$ cat src/rtl/game_pkg.sv
// ---------------------------------------------------------------------------
// game_pkg
// Shared definitions for the Genius game datapath blocks.
//   ST_IDLE/ST_PLAY/ST_WIN/ST_LOSE : 2-bit state encodings
//   GAME_WIDTH                     : default width of round/target values
//   GAME_MAX_ROUNDS                : default upper clamp for the target
//   state_t                        : enum built on the state encodings
// ---------------------------------------------------------------------------
package game_pkg;

  localparam logic [1:0] ST_IDLE = 2'd0;
  localparam logic [1:0] ST_PLAY = 2'd1;
  localparam logic [1:0] ST_WIN  = 2'd2;
  localparam logic [1:0] ST_LOSE = 2'd3;

  localparam int GAME_WIDTH      = 4;
  localparam int GAME_MAX_ROUNDS = 15;

  typedef enum logic [1:0] {
    IDLE = ST_IDLE,
    PLAY = ST_PLAY,
    WIN  = ST_WIN,
    LOSE = ST_LOSE
  } state_t;

endpackage

$ cat src/rtl/round_tracker_if.sv
// ---------------------------------------------------------------------------
// round_tracker_if
// Groups the control strobes from the game FSM and the score/display outputs.
//   start, E, fail : one-cycle strobes from game control
//   data           : target round count, sampled on start
//   ROUND, BEST    : current round count and best score
//   tc_o, lose_o   : win / loss flags
//   busy_o         : high while a game is in progress
// master = game control side, slave = round_tracker.
// ---------------------------------------------------------------------------
interface round_tracker_if
  import game_pkg::*;
#(
  parameter int WIDTH = GAME_WIDTH
);

  logic             start;
  logic             E;
  logic             fail;
  logic [WIDTH-1:0] data;
  logic [WIDTH-1:0] ROUND;
  logic [WIDTH-1:0] BEST;
  logic             tc_o;
  logic             lose_o;
  logic             busy_o;

  modport master (
    output start, E, fail, data,
    input  ROUND, BEST, tc_o, lose_o, busy_o
  );

  modport slave (
    input  start, E, fail, data,
    output ROUND, BEST, tc_o, lose_o, busy_o
  );

endinterface

$ cat src/rtl/round_tracker.sv
// ---------------------------------------------------------------------------
// round_tracker
// Counts completed rounds in the current Genius game, flags a win when the
// loaded target is reached or a loss on a player error, and keeps the best
// score reached at any game end since reset.
//   clk  : system clock, rising edge
//   R    : asynchronous active-high reset
//   bus  : round_tracker_if.slave (start/E/fail/data in,
//          ROUND/BEST/tc_o/lose_o/busy_o out, all outputs registered)
// Parameters: WIDTH, MAX_ROUNDS (target clamp), TC_MODE (0 level, 1 pulse).
// ---------------------------------------------------------------------------
module round_tracker
  import game_pkg::*;
#(
  parameter int WIDTH      = GAME_WIDTH,
  parameter int MAX_ROUNDS = GAME_MAX_ROUNDS,
  parameter int TC_MODE    = 0
) (
  input  logic            clk,
  input  logic            R,
  round_tracker_if.slave  bus
);

  localparam logic [WIDTH-1:0] MAX_TARGET = WIDTH'(MAX_ROUNDS);
  localparam logic [WIDTH-1:0] ONE        = WIDTH'(1);

  state_t           state_q, state_d;
  logic [WIDTH-1:0] target_q, target_d;
  logic [WIDTH-1:0] round_q, round_d;
  logic [WIDTH-1:0] best_q, best_d;
  logic             tc_q, tc_d;
  logic             lose_q, lose_d;
  logic             busy_q, busy_d;
  logic [WIDTH-1:0] roundInc;
  logic             enteringEnd;

  // A zero target would make a game unwinnable, so it is raised to one;
  // oversize targets are capped so the counter can never wrap.
  function automatic logic [WIDTH-1:0] clampTarget(input logic [WIDTH-1:0] d);
    if (d == '0)             return ONE;
    else if (d > MAX_TARGET) return MAX_TARGET;
    else                     return d;
  endfunction

  assign roundInc = round_q + ONE;

  // Next-state logic: start overrides everything, then fail beats E in PLAY.
  // BEST and the flags are computed from the next state so they appear
  // together with the state change.
  always_comb begin
    state_d  = state_q;
    target_d = target_q;
    round_d  = round_q;
    best_d   = best_q;

    if (bus.start) begin
      target_d = clampTarget(bus.data);
      round_d  = '0;
      state_d  = PLAY;
    end else begin
      case (state_q)
        PLAY: begin
          if (bus.fail) begin
            state_d = LOSE;
          end else if (bus.E) begin
            if (roundInc == target_q) begin
              round_d = target_q;
              state_d = WIN;
            end else begin
              round_d = roundInc;
            end
          end
        end
        default: ;
      endcase
    end

    enteringEnd = (state_q == PLAY) && ((state_d == WIN) || (state_d == LOSE));
    if (enteringEnd && (round_d > best_q)) begin
      best_d = round_d;
    end

    // Pulse mode only raises the flag on the cycle of entry; the end states
    // are only reachable from PLAY, so "previous state differs" is entry.
    if (TC_MODE == 1) begin
      tc_d   = (state_d == WIN)  && (state_q != WIN);
      lose_d = (state_d == LOSE) && (state_q != LOSE);
    end else begin
      tc_d   = (state_d == WIN);
      lose_d = (state_d == LOSE);
    end
    busy_d = (state_d == PLAY);
  end

  // State and output registers; reset clears the best score too.
  always_ff @(posedge clk or posedge R) begin
    if (R) begin
      state_q  <= IDLE;
      target_q <= '0;
      round_q  <= '0;
      best_q   <= '0;
      tc_q     <= 1'b0;
      lose_q   <= 1'b0;
      busy_q   <= 1'b0;
    end else begin
      state_q  <= state_d;
      target_q <= target_d;
      round_q  <= round_d;
      best_q   <= best_d;
      tc_q     <= tc_d;
      lose_q   <= lose_d;
      busy_q   <= busy_d;
    end
  end

  assign bus.ROUND  = round_q;
  assign bus.BEST   = best_q;
  assign bus.tc_o   = tc_q;
  assign bus.lose_o = lose_q;
  assign bus.busy_o = busy_q;

endmodule

$ cat src/flat_wrapper.sv
// flat-port wrapper written by rule: the top's interface ports become plain ports
module round_tracker_flat import game_pkg::*;
#(
  parameter int WIDTH      = GAME_WIDTH,
  parameter int MAX_ROUNDS = GAME_MAX_ROUNDS,
  parameter int TC_MODE    = 0
)
  (clk, R, bus_start, bus_E, bus_fail, bus_data, bus_ROUND, bus_BEST, bus_tc_o, bus_lose_o, bus_busy_o);
  round_tracker_if #(.WIDTH(WIDTH)) bus_i ();
  input  logic clk;
  input  logic R;
  input wire logic [$bits(bus_i.start)-1:0] bus_start;
  input wire logic [$bits(bus_i.E)-1:0] bus_E;
  input wire logic [$bits(bus_i.fail)-1:0] bus_fail;
  input wire logic [$bits(bus_i.data)-1:0] bus_data;
  output wire logic [$bits(bus_i.ROUND)-1:0] bus_ROUND;
  output wire logic [$bits(bus_i.BEST)-1:0] bus_BEST;
  output wire logic [$bits(bus_i.tc_o)-1:0] bus_tc_o;
  output wire logic [$bits(bus_i.lose_o)-1:0] bus_lose_o;
  output wire logic [$bits(bus_i.busy_o)-1:0] bus_busy_o;
  assign bus_i.start = bus_start;
  assign bus_i.E = bus_E;
  assign bus_i.fail = bus_fail;
  assign bus_i.data = bus_data;
  assign bus_ROUND = bus_i.ROUND;
  assign bus_BEST = bus_i.BEST;
  assign bus_tc_o = bus_i.tc_o;
  assign bus_lose_o = bus_i.lose_o;
  assign bus_busy_o = bus_i.busy_o;
  round_tracker #(.WIDTH(WIDTH), .MAX_ROUNDS(MAX_ROUNDS), .TC_MODE(TC_MODE)) u_core (.clk(clk), .R(R), .bus(bus_i));
endmodule
$ cat config.mk
export PLATFORM = sky130hd
export DESIGN_NAME = round_tracker_flat
export DESIGN_NICKNAME = d
export VERILOG_FILES = /design/src/rtl/game_pkg.sv /design/src/rtl/round_tracker_if.sv /design/src/rtl/round_tracker.sv /design/src/flat_wrapper.sv
export SDC_FILE = /design/constraint.sdc
export NUM_CORES = 1
export LEC_CHECK = 0
export CAP_MARGIN = 0
export CORE_MARGIN = 2
export CORE_UTILIZATION = 55
export CTS_CLUSTER_SIZE = 25
export DETAILED_ROUTE_END_ITERATION = 10
export DONT_BUFFER_PORTS = 1
export GPL_ROUTABILITY_DRIVEN = 0
export PLACE_DENSITY = 0.77
export SLEW_MARGIN = 20
export SYNTH_ARGS = -nofsm -noshare
export SYNTH_HDL_FRONTEND = slang
export SYNTH_SLANG_ARGS = --single-unit
$ cat constraint.sdc
create_clock -name clk -period 7 [get_ports clk]
set_input_delay 1.4 -clock clk [delete_from_list [all_inputs] [get_ports clk]]
set_output_delay 1.4 -clock clk [all_outputs]
set_load 0.05 [all_outputs]
# ---- Word level (Yosys, flattened, before mapping)
# Index checks and enable logic that the tools add are counted.
dict set report word_totals {
  wordCells 31
  latch_bits 0
  regBits 17
  mem_bits_ro 0
  n_memories 0
  out_inout_bits 11
  ramBits 0
  input_bits 9
}
dict set report classes {
  addsub 1
  bitwise_logic 0
  eq_ne 5
  n_reduce_logical 4
  shift 0
  div 0
  mux 12
  multipliers 0
  n_lt_le_gt_ge 2
}
# cell n
set op_table {}
lappend op_table {{4-bit 2-to-1 mux} 7}
lappend op_table {{2-bit 2-to-1 mux} 5}
lappend op_table {{4-bit by 1-bit adder with 4-bit output, second input constant} 1}
lappend op_table {{2-bit by 1-bit equality test with 1-bit output, second input constant} 2}
lappend op_table {{2-bit equality test, second input constant} 2}
lappend op_table {{4-bit equality test} 1}
lappend op_table {{4-bit greater-than comparator} 1}
lappend op_table {{4-bit greater-than comparator, second input constant} 1}
lappend op_table {{4-bit logical NOT} 1}
lappend op_table {{1-bit logical AND} 2}
lappend op_table {{1-bit logical OR} 1}

# ---- Logic depth before layout (Yosys ltp)
dict set report logic_depth {
  ltp_word 11
  depth_mapped 10
}

# ---- Least setup slack after synthesis
# OpenSTA, ideal clock, no wires.
dict set report synth_path {
  kind {in2reg}
  start {in bus_fail}
  end {reg u_core.best_q[0], in the netlist u_core.bus.BEST[0]}
  required_time_ps 6875
  arrival_time_ps 3134
  setup_time_ps 125
  path_stages 9
  setup_slack_ps 3741
  path_buffers 0
  cell_sequence {and4bb_2 nand4_1 xor2_1 nor2_1 ha_1 a21oi_1 o21ai_0 o2111ai_2 mux2_2}
}
dict set report synth_via {
  word_cells_on_any_way 12
  cone_classes {1 x order compare; 2 x eq/ne; 6 x mux; 3 x reduce/logical}
}
# item line
set synth_rtl {}
lappend synth_rtl {{start, declared} flat_wrapper.sv:14} ;# input wire logic [$bits(bus_i.fail)-1:0] bus_fail;
lappend synth_rtl {{4-bit 2-to-1 mux} round_tracker.sv:63} ;# if (bus.fail) begin
lappend synth_rtl {{4-bit 2-to-1 mux} round_tracker.sv:61} ;# case (state_q)
lappend synth_rtl {{4-bit 2-to-1 mux} round_tracker.sv:56} ;# if (bus.start) begin
lappend synth_rtl {{net u_core.round_d[3]} round_tracker.sv:29} ;# logic [WIDTH-1:0] round_q, round_d;
lappend synth_rtl {{4-bit greater-than comparator} round_tracker.sv:79} ;# if (enteringEnd && (round_d > best_q)) begin
lappend synth_rtl {{1-bit logical AND} round_tracker.sv:79}
lappend synth_rtl {{end signal, assigned} round_tracker.sv:109} ;# best_q <= best_d;
lappend synth_rtl {{end, declared} round_tracker.sv:30} ;# logic [WIDTH-1:0] best_q, best_d;
# The timed path passes the listed nets, and every way through them passes these cells.
# A chain may end at the register's enable or synchronous reset.

# ---- Worst setup path in the final report
dict set report layout_path {
  start {in bus_fail}
  end {reg u_core.best_q[1], in the netlist u_core.bus.BEST[1]}
}
# The elaborated chain is that of the path after synthesis.

==> results <==
- The worst setup path is launched from a primary input.
- From bottom edge to top edge, the die measures between 40 and 50 um.
- The post-detailed-placement half-perimeter wirelength is slightly above 1000 um.
- The tree is rooted in a sky130_fd_sc_hd__clkbuf_4.
- The critical path goes through and4bb_2, nand4_1, xor2_1, nor2_1, ha_1, a21oi_1, o21ai_0, o2111ai_2, mux2_2.
- VDD sags by at most 126 uV.
- The floorplan step set the die width to 43.9 um.
- Dividing the detail-routed via count by the number of cells gives around 5.6.
- Summing the areas of all fa, ha and maj instances in the mapped netlist gives just over 7% of the synthesized area.
- Summing the areas of all compound-gate instances in the mapped netlist gives about 8.6% of the synthesized area.
- The quantity of gates resized following cts is 0.
- The top cell type by area accounts for 48.5% of the synthesized area.
- The average instance area after synthesis is approximately 11 um2.
- After synthesis, the share of cell area in mux cells is between 10% and 20%.
- The initial standard-cell utilization of the core is between 50% and 60%.
- The data arrival time at the worst-slack endpoint is between 3 and 4 ns.
- During I/O placement, the number of pins put on the boundary was 20.
- The clock edge transition at the registers on the reported setup and hold paths is 0.09 ns.
- The maximum clock rate is around 320 MHz.
- The number of input and output port buffers inserted is 0.
- CTS built an H-tree with a depth of 1.
- The vias after detailed routing is about 540.
- The hold buffer count at cts is 0.
- The full die area is 1930 um2.
- The detailed router finished its first iteration with 14 violations.
- The final number of hold-violating endpoints was 0.
- The post-synthesis sequential area ratio is a little under 50%.
- The post-layout net count is between 90 and 100.
- For the pin with the worst max-slew slack, the measured transition is between 0.6 and 0.7 ns.
- On the worst path, the slowest cell contributes a delay of between 0.3 and 0.4 ns.
- In the post-synthesis netlist, the biggest area contributors are sky130_fd_sc_hd__dfrtp_1 (49%), sky130_fd_sc_hd__mux2_2 (9.0%), sky130_fd_sc_hd__ha_1 (7.1%).
- Dividing the final minimum period by the clock period gives between 40% and 50%.
- The area taken by flip-flops and latches is between 400 and 500 um2.
- The static leakage is just over 0.4 nW.
- The initial antenna violation count is 0.
- The max capacitance violation total is 0.
- Setup repair after global routing left no endpoint under its margin.
- The start-to-end type of the worst setup path is primary input to register.
- After global routing the overflow that remains totals 0.
- After synthesis, the largest family of logic cells by area is simple AND/OR/NAND/NOR gates.
- In this run, synthesis produced a sequential element count of 17.
- The residual DRC count is 0.
- The run finished with clean final reports.
- The TritonCTS sink count is 17.
- The number of rows created at floorplan is 14.
- The number of nets handed over by synthesis was a little over 90.
- After the flow finishes, the layout carries non-filler instances totaling 97.
- Cells with a size suffix above 1 make up around 17% of the layout.
- The number of detailed-routing iterations run before antenna repair is 4.
- TritonCTS built the clock tree.
- Entering global routing, the biggest net connects 18 pins.
- In the layout the commonest cells are sky130_fd_sc_hd__dfrtp_1 (17), sky130_fd_sc_hd__nor2_1 (8), sky130_fd_sc_hd__mux2_2 (7), sky130_fd_sc_hd__inv_1 (6).
- The core region area is approximately 1500 um2.
- The number of different library cells used by synthesis comes to 25.
- The synthesized-area fraction occupied by and/or/nand/nor cells is around an eighth.
- The clock reaches the later pin of the worst-skew pair after roughly 0.29 ns.
- The final count of pins violating max slew came to 0.
- Among all stages on the critical path, the largest delay is contributed by sky130_fd_sc_hd__mux2_2.
- Compared with the post-synthesis result, the final layout area differs by 4.85%.
- The number of buffers on the longest clock path is 2.
- The critical path required time is a little over 7 ns.
- The cell type contributing the most total cell area after synthesis is sky130_fd_sc_hd__dfrtp_1.
- The average wire per cell in the routed design is around 14 um.
- STA classifies the critical path endpoint as a register.
- The post-detailed-routing wire length is 1350 um.
- The number of global-route vias before repair is ~570.
- For this design the ratio of total power to cell area is 221 nW/um2.
- Setup violations remaining at the end of the flow were counted as 0.
- The area of the multi-input gates is 425 um2.
- In the global route stage, overall resource usage came out at approximately 17%.
- The number of nets with antenna violations after routing is 0.
- The post-CTS setup repair buffer count is 0.
- The synthesized instance count is 78.
- The clock arrives with 0.00230 ns of skew.
- The type of the worst min-delay path is register to register.
- The first global-routing pass estimated roughly 2400 um of wire.
- The parity-gate share of the synthesized area counting xor and xnor cells is a little under a tenth.
- Subtracting the final worst setup slack from the clock period gives 3.11 ns.
- The number of placed instances, taps included, is just over 90.
- The clock buffer count from CTS is 3.
- The number of antenna diodes in the final layout is 0.
- For this run, the number of Yosys warnings is 0.
- The post-route setup TNS is 0 ns.
- The most common cell after layout, fill and taps aside is sky130_fd_sc_hd__dfrtp_1.
- The peak fanout along the critical path is 4.
- The post-synthesis instance area is about 900 um2.
- The number of inserted filler cells in the final layout is 119.
- The worst-case headroom to the max-slew limit is approximately 58%.
## critical path: cells and delay by family
kind	cells	cell delay, ns
AO/OA/AOI/OAI	3	0.40
XOR/XNOR	1	0.19
adder cells (fa/ha/maj)	1	0.27
multiplexers	1	0.37
AND/OR/NAND/NOR	3	0.65
## kinds of logic (layout without fill, tap and decap cells)
kind of cell	after synthesis	count (layout)
muxes	8	8
buffers and inverters	7	10
DFF	17	17
and+or+nand+nor	23	23
adders and majority gates	5	5
xor gates and xnor gates	8	8
AOI/OAI and AO/OA	10	10
## report_power, final
part	internal, mW	switching (mW)
combinational	0.0146	0.0138
sequential	0.104	0.0190
clock	0.0222	0.0297
total	0.141	0.0624
## through the flow
| stage | cell area, um2 | setup slack [ns] | hold slack (ns) | power [mW] | utilization (%) |
|---|---|---|---|---|---|
| after floorplan | 877 | 3.74 | 0.483 | 0.150 | - |
| after global placement | 893 | 3.59 | 0.503 | 0.153 | 59.3 |
| after detailed placement | 893 | 3.59 | 0.505 | 0.154 | 59.3 |
| after CTS | 920 | 3.89 | 0.529 | 0.206 | 61.0 |
| after global routing | 920 | 3.74 | 0.557 | 0.213 | 61.0 |
| final | 920 | 3.89 | 0.527 | 0.204 | 61.0 |
## state kept, by name, indices dropped and copies added, names as in the netlist
signal,flops
u_core.bus.BEST,4
u_core.bus.ROUND,4
u_core.bus.busy_o,1
u_core.bus.lose_o,1
u_core.bus.tc_o,1
u_core.state_q,2
u_core.target_q,4
## path summary, 6_finish.rpt
| check | startpoint | endpoint | slack [ns] | cells past startpoint |
|---|---|---|---|---|
| worst max-delay path | bus_fail | u_core.bus.BEST[1]$_DFFE_PP0P_ | 3.89 | 9 |
| worst min-delay path | u_core.target_q[2]$_DFFE_PP0P_ | u_core.target_q[2]$_DFFE_PP0P_ | 0.53 | 1 |
| worst max register to register | u_core.bus.ROUND[0]$_DFF_PP0_ | u_core.bus.BEST[1]$_DFFE_PP0P_ | 4.41 | 9 |
| worst min register to register | u_core.target_q[2]$_DFFE_PP0P_ | u_core.target_q[2]$_DFFE_PP0P_ | 0.53 | 1 |
| max in group asynchronous | R | u_core.bus.ROUND[1]$_DFF_PP0_ | 5.54 | 1 |
| min in group asynchronous | R | u_core.bus.ROUND[0]$_DFF_PP0_ | 1.06 | 1 |
## synthesized netlist by cell type
library cell,number
sky130_fd_sc_hd__o21bai_1,2
sky130_fd_sc_hd__o21ai_0,1
sky130_fd_sc_hd__nor2b_1,1
sky130_fd_sc_hd__inv_1,6
sky130_fd_sc_hd__mux2_2,7
sky130_fd_sc_hd__nor3b_1,1
sky130_fd_sc_hd__or2_2,1
sky130_fd_sc_hd__o2111ai_2,1
sky130_fd_sc_hd__nand2b_1,1
sky130_fd_sc_hd__clkbuf_1,1
sky130_fd_sc_hd__mux2i_1,1
sky130_fd_sc_hd__and4bb_2,1
sky130_fd_sc_hd__xnor2_1,3
sky130_fd_sc_hd__a21oi_1,4
sky130_fd_sc_hd__o31ai_2,1
sky130_fd_sc_hd__nand4_1,2
sky130_fd_sc_hd__nor3_1,1
sky130_fd_sc_hd__ha_1,5
sky130_fd_sc_hd__xor2_1,4
sky130_fd_sc_hd__nand3_1,2
sky130_fd_sc_hd__nand2_1,5
sky130_fd_sc_hd__dfrtp_1,17
sky130_fd_sc_hd__xnor3_1,1
sky130_fd_sc_hd__a21o_1,1
sky130_fd_sc_hd__nor2_1,8
## cell type report
class                           count  area share, %
Clock buffer                        4           2.86
Inverter                            6           2.45
Multi-Input combinational cell     54           46.3
Sequential cell                    17           46.3
Tap cell                           16           2.18
## per-layer routing
metal | global-route usage, % | vias to the layer above | routed length (um)
met5 | 0 | - | 0
met4 | 13.9 | 0 | 44
met3 | 4.17 | 5 | 88
met2 | 25.9 | 14 | 598
met1 | 20.5 | 249 | 620
li1 | - | 275 | -
Note: power is estimated with default switching activity, not from simulation.
